<file path="config.mk">
export PLATFORM = sky130hd
export DESIGN_NAME = nco_phase_gen
export DESIGN_NICKNAME = d
export VERILOG_FILES = /design/src/rtl/nco_pkg.sv /design/src/rtl/nco_tick_div.sv /design/src/rtl/nco_phase_gen.sv
export SDC_FILE = /design/constraint.sdc
export NUM_CORES = 1
export LEC_CHECK = 0
export CORE_MARGIN = 2
export CORE_UTILIZATION = 34
export CTS_CLUSTER_SIZE = 14
export DETAILED_ROUTE_END_ITERATION = 10
export GPL_ROUTABILITY_DRIVEN = 1
export PLACE_DENSITY = 0.64
export SETUP_SLACK_MARGIN = 0.15
export SLEW_MARGIN = 20
export SYNTH_ARGS = -nofsm -noshare
export SYNTH_HDL_FRONTEND = slang
export SYNTH_SLANG_ARGS = --single-unit
</file>
<file path="constraint.sdc">
create_clock -name clk -period 4.25 [get_ports clk]
set_clock_uncertainty 0.1 [all_clocks]
set_input_delay 0.85 -clock clk [delete_from_list [all_inputs] [get_ports clk]]
set_output_delay 0.85 -clock clk [all_outputs]
set_load 0.1 [all_outputs]
</file>
<file path="src/rtl/nco_pkg.sv">
// Shared defaults and FSM state encoding for the NCO phase generator.
package nco_pkg;

    localparam int ACC_W_DEF = 24;
    localparam int IDX_W_DEF = 7;
    localparam int DIV_W_DEF = 12;

    typedef logic [1:0] state_t;

    localparam state_t ST_IDLE      = 2'd0;
    localparam state_t ST_RUN       = 2'd1;
    localparam state_t ST_HALT_PEND = 2'd2;

endpackage

</file>
<file path="src/rtl/nco_tick_div.sv">
// Reloadable down-counter: tick_o marks a sample boundary every div+1 cycles
// while run_i is high.
module nco_tick_div
    import nco_pkg::*;
#(
    parameter int DIV_W = DIV_W_DEF
) (
    input  logic             clk,
    input  logic             rst_n,
    input  logic             load_i,
    input  logic [DIV_W-1:0] div_i,
    input  logic             run_i,
    output logic             tick_o
);

    logic [DIV_W-1:0] cnt_q;
    logic [DIV_W-1:0] div_q;

    assign tick_o = run_i && (cnt_q == '0);

    // NOTE: sequential state uses non-blocking assignments so every register
    // samples the pre-edge values, independent of statement order.
    always_ff @(posedge clk or negedge rst_n) begin
        if (!rst_n) begin
            cnt_q <= '0;
            div_q <= '0;
        end else if (load_i) begin
            cnt_q <= div_i;
            div_q <= div_i;
        end else if (run_i) begin
            if (cnt_q == '0) cnt_q <= div_q;
            else             cnt_q <= cnt_q - DIV_W'(1);
        end
    end

endmodule

</file>
<file path="src/rtl/nco_phase_gen.sv">
// Phase accumulator NCO: emits a registered sine-table index and strobe at each
// sample boundary, with a one-entry shadow for glitch-free retuning while running.
module nco_phase_gen
    import nco_pkg::*;
#(
    parameter int ACC_W = ACC_W_DEF,
    parameter int IDX_W = IDX_W_DEF,
    parameter int DIV_W = DIV_W_DEF
) (
    input  logic             clk,
    input  logic             rst_n,
    input  logic             start,
    input  logic             stop,
    input  logic [DIV_W-1:0] div,
    input  logic             cfg_valid,
    output logic             cfg_ready,
    input  logic [ACC_W-1:0] cfg_ftw,
    input  logic [IDX_W-1:0] cfg_poff,
    output logic [IDX_W-1:0] lookup,
    output logic             en,
    output logic             wrap,
    output logic             busy
);

    state_t           state_q, state_d;
    logic [ACC_W-1:0] acc_q;
    logic [ACC_W-1:0] ftw_q;
    logic [IDX_W-1:0] poff_q;
    logic [ACC_W-1:0] shadow_ftw_q;
    logic [IDX_W-1:0] shadow_poff_q;
    logic             shadow_full_q;
    logic [IDX_W-1:0] lookup_q;
    logic             en_q;
    logic             wrap_q;

    logic             idle;
    logic             start_acc;
    logic             tick;
    logic             xfer;
    logic [ACC_W:0]   sum;
    logic [IDX_W-1:0] idx_next;

    assign idle      = (state_q == ST_IDLE);
    assign start_acc = idle && start;
    assign busy      = !idle;
    assign cfg_ready = idle || !shadow_full_q;
    assign xfer      = cfg_valid && cfg_ready;

    // Carry out of the extra top bit is the wrap indication.
    assign sum      = {1'b0, acc_q} + {1'b0, ftw_q};
    assign idx_next = sum[ACC_W-1 -: IDX_W] + poff_q;

    nco_tick_div #(
        .DIV_W (DIV_W)
    ) u_tick_div (
        .clk    (clk),
        .rst_n  (rst_n),
        .load_i (start_acc),
        .div_i  (div),
        .run_i  (busy),
        .tick_o (tick)
    );

    // NOTE: default assignment first so no path leaves state_d unassigned,
    // which would otherwise infer a latch.
    always_comb begin
        state_d = state_q;
        case (state_q)
            ST_IDLE:      if (start) state_d = ST_RUN;
            ST_RUN:       if (stop)  state_d = ST_HALT_PEND;
            ST_HALT_PEND: if (tick)  state_d = ST_IDLE;
            default:                 state_d = ST_IDLE;
        endcase
    end

    always_ff @(posedge clk or negedge rst_n) begin
        if (!rst_n) begin
            state_q  <= ST_IDLE;
            acc_q    <= '0;
            lookup_q <= '0;
            en_q     <= 1'b0;
            wrap_q   <= 1'b0;
        end else begin
            state_q <= state_d;
            en_q    <= tick;
            wrap_q  <= tick && sum[ACC_W];
            if (start_acc) begin
                acc_q <= '0;
            end else if (tick) begin
                acc_q    <= sum[ACC_W-1:0];
                lookup_q <= idx_next;
            end
        end
    end

    // A boundary consumes the old tuning first; cfg_ready is low whenever the
    // shadow is full, so an apply and a new shadow load never collide.
    always_ff @(posedge clk or negedge rst_n) begin
        if (!rst_n) begin
            ftw_q         <= '0;
            poff_q        <= '0;
            shadow_ftw_q  <= '0;
            shadow_poff_q <= '0;
            shadow_full_q <= 1'b0;
        end else if (idle) begin
            if (xfer) begin
                ftw_q  <= cfg_ftw;
                poff_q <= cfg_poff;
            end
        end else begin
            if (tick && shadow_full_q) begin
                ftw_q         <= shadow_ftw_q;
                poff_q        <= shadow_poff_q;
                shadow_full_q <= 1'b0;
            end
            if (xfer) begin
                shadow_ftw_q  <= cfg_ftw;
                shadow_poff_q <= cfg_poff;
                shadow_full_q <= 1'b1;
            end
        end
    end

    assign lookup = lookup_q;
    assign en     = en_q;
    assign wrap   = wrap_q;

endmodule

</file>
==> key figures <==
Pwr
  • Pwr per Cell Area: 670 mW/mm²
  • Leakage: 0.00382 µW
  • Peak supply drop: 0.426 mV
  • Total power draw: 5610 µW

CTS
  • Max Root-Sink Buffers: 2
  • Hold buffer count at cts: 0
  • Clock Latency Late Sink: 0.43 ns
  • TritonCTS clock tree: done
  • Clk slew on worst S/H paths: 0.06 ns
  • Max H-tree Level: 4
  • Clock tree sinks: 122
  • Total CTS buffers: 17
  • CTS Root Cell: clkbuf_16

Yosys
  • Syn_area_per_cell: 10.2 µm²
  • Post-Syn Area: 0.00668 mm²
  • Synth Register Bits: 122
  • Post-synth EDFFs: 0
  • Main synth FF type: dfrtp_1
  • FFs w/ async S/R, synth: 1.00
  • Synthesis Warnings: 0
  • Synthesized Nets: 737
  • Synth Area in Simple Gates: 0.112
  • Mux contribution to synthesized area: 0.139
  • Synth Instances: 654
  • Cell variety after synth: 54
  • Largest family of logic cells by synthesized area: compound AO/OA/AOI/OAI gates
  • XOR/XNOR share of the synthesized area: 0.0427
  • Synth Area in Compound Gates: 0.153
  • Synthesized-area fraction occupied by adder cells: 0.0678
  • Sequential share of the synthesized area: 0.457

Timing
  • Worst-Margin Slew: 0.976 ns
  • Fin crit period: 4.03 ns
  • FMAX: 248 MHz
  • Final WS setup: 0.224 ns
  • Slew headroom: 0.347
  • # setup viols final: 0
  • RSZ-0062 raised after global routing: yes
  • Setup TNS: 0 ns
  • Hold Vio Cnt, Final: 0
  • Final Cycle Share: 0.947
  • Final Max Tran Viols: 0

Floorplan
  • Core area: 0.0194 mm²
  • Die Span X: 144 µm
  • Die area: 0.0208 mm²
  • Initial Util: 0.345
  • Die height: 144 µm
  • # IOs: 59
  • FP Rows: 51

Setup path
  • Reg2reg start: ftw_q[4]
  • Crit path launch: ftw_q[4]
  • Flop2flop setup slack: 0.22 ns
  • Worst path depth: 17
  • Worst R2R Path Depth: 17
  • Cell family with most CP delay: compound AO/OA/AOI/OAI gates
  • Crit path cell chain: ha_1 -> a21o_1 -> a31o_1 -> a41oi_2 -> buf_4 -> o311ai_2 -> buf_4 -> o32a_1 -> xor2_2 -> ha_4 -> a21o_1 -> a21oi_2 -> o21bai_1 -> a21oi_2 -> xor2_1 -> xnor3_1 -> mux2_2
  • CP Class: reg2reg
  • Critical path buffer and inverter count: 2
  • Reg-to-Reg End: lookup[6]
  • Critical path startpoint category: register
  • Crit path max fanout: 3
  • Crit path largest cell delay: 0.39 ns
  • Req. time, crit path: 4.45 ns
  • Crit-path slowest cell: dfrtp_1
  • CP endpoint kind: register
  • Worst EP arrival: 4.22 ns
  • CP Capture Point: lookup[6]

Outcome
  • Outcome: finished, final reports clean

Detailed routing
  • Initial detailed-routing violation count: 251
  • # DRC: 0
  • Via count: 4905
  • TritonRoute pass-1 iters: 5
  • Routed len/inst: 14.4 µm
  • Post-route ant nets: 0
  • WL final: 14200 µm
  • Vias per inst: 4.95

Global route
  • Largest net degree at the start of global routing: 72
  • Global-route wire length before repair: 24300 µm
  • GR Overflow Total: 0
  • GRT Total Usage: 0.149
  • Vias in the first global route: 4850
  • Initial antenna violation count: 0

Final layout
  • Share of post-route cells with drive strength above 1: 0.176
  • Layout net count: 796
  • Area growth, synth to finish: 25.4%
  • N_diodes: 0

Hold path
  • Hold crit path type: in2async

Placed design
  • Dpl ws: 0.0165 ns
  • Port-buffer cells: 58
  • Gpl congestion: 0.868
  • Post-DP HPWL: 9900 µm

Job
  • Total of max-cap violations: 0
synth_stat cells, types with 2 or more instances:
master    number  area, µm²
nor4_1         2       12.5
nand2b_1       4       25.0
nand3_1       30        150
and2_1         2       12.5
dfrtp_1      122       3050
a31o_1         2       17.5
buf_2          3       15.0
o21ai_0       14       70.1
mux2i_1       43        430
xnor2_1       21        184
nand4_1        2       12.5
nand4b_1       2       17.5
a21o_1        14        105
a31oi_1        3       18.8
a211oi_1       5       37.5
nor3_1         8       40.0
o31ai_1        2       15.0
xor2_1         9       78.8
or3_1          2       12.5
o21a_1         7       52.6
nand2_1       79        297
and3_1         6       37.5
a21oi_1       30        150
o21ai_1       57        285
nand3b_1       2       15.0
nor2_1        23       86.3
fa_1           2       40.0
buf_1          2       7.51
mux2_2        44        495
clkbuf_1      36        135
a41oi_1        2       17.5
inv_1          8       30.0
o211ai_1       9       67.6
o31a_1         2       17.5
nor2b_1        4       25.0
ha_1          33        413
registers in the layout, summed over array words and instances (netlist names):
| register | cells |
|---|---|
| u_tick_div.div_q | 12 |
| shadow_full_q | 1 |
| shadow_ftw_q | 24 |
| shadow_poff_q | 7 |
| wrap | 1 |
| acc_q | 24 |
| state_q | 2 |
| lookup | 7 |
| u_tick_div.cnt_q | 12 |
| en | 1 |
| ftw_q | 24 |
| poff_q | 7 |
power breakdown:
group | switching (µW) | internal [µW]
clock network | 559 | 992
logic | 1210 | 963
registers | 293 | 1600
total | 2060 | 3550
cell usage in the layout, fill, tap and decap left out, types with 24 or more instances in the layout:
cell,instances
clkdlybuf4s50_1,55
dfrtp_1,122
nand2_1,79
buf_4,25
ha_1,29
nand3_1,30
mux2i_1,43
o21ai_1,57
a21oi_1,24
mux2_2,44
routing by layer:
layer | global-route usage | share of wire | routed length (µm)
met2 | 0.239 | 0.47 | 6680
met4 | 0.0521 | 0.014 | 202
met5 | 0 | 0 | 0
met3 | 0.0351 | 0.030 | 427
met1 | 0.198 | 0.49 | 6920
area by class of cell:
type | instances | area (µm²)
Fill cell | 1874 | 11000
Multi-Input combinational cell | 482 | 3570
Sequential cell | 122 | 3050
Timing Repair Buffer | 81 | 758
Clock buffer | 17 | 425
Tap cell | 265 | 332
Clock inverter | 15 | 214
Inverter | 9 | 33.8
cells by family after synthesis:
| kind of cell | after synthesis |
|---|---|
| XOR/XNOR | 31 |
| buffers and inverters | 50 |
| AND/OR/NAND/NOR | 167 |
| AO/OA/AOI/OAI | 162 |
| adder cells (fa/ha/maj) | 35 |
| multiplexers | 87 |
| flip-flops | 122 |
worst min-delay path by stage:
stage          cells past startpoint  slack (ns)             endpoint
6_report                           1        0.35  u_tick_div.div_q[7]
5_1_grt                            1        0.40  u_tick_div.div_q[7]
4_1_cts                            1        0.37  u_tick_div.div_q[8]
3_5_place_dp                       2        0.38            lookup[2]
3_3_place_gp                       2        0.38             acc_q[0]
2_1_floorplan                      1        0.34           state_q[0]
per-stage QoR:
stage                     cells  hold slack, ns  cell area, µm²   util
after floorplan             654           0.340            6680      -
after global placement      953           0.380            7600  0.392
after detailed placement    953           0.383            7600  0.392
after CTS                   985           0.365            8300  0.428
after global routing        991           0.396            8380  0.432
final                       991           0.346            8380  0.432
repair_timing:
action,in CTS,in global routing
gates cloned,0,0
endpoints found under the hold margin,0,0
setup buffers,0,6
pin swaps,3,18
gates resized for setup,8,9
setup endpoints to repair,1,1
Note: power is estimated with default switching activity, not from simulation.
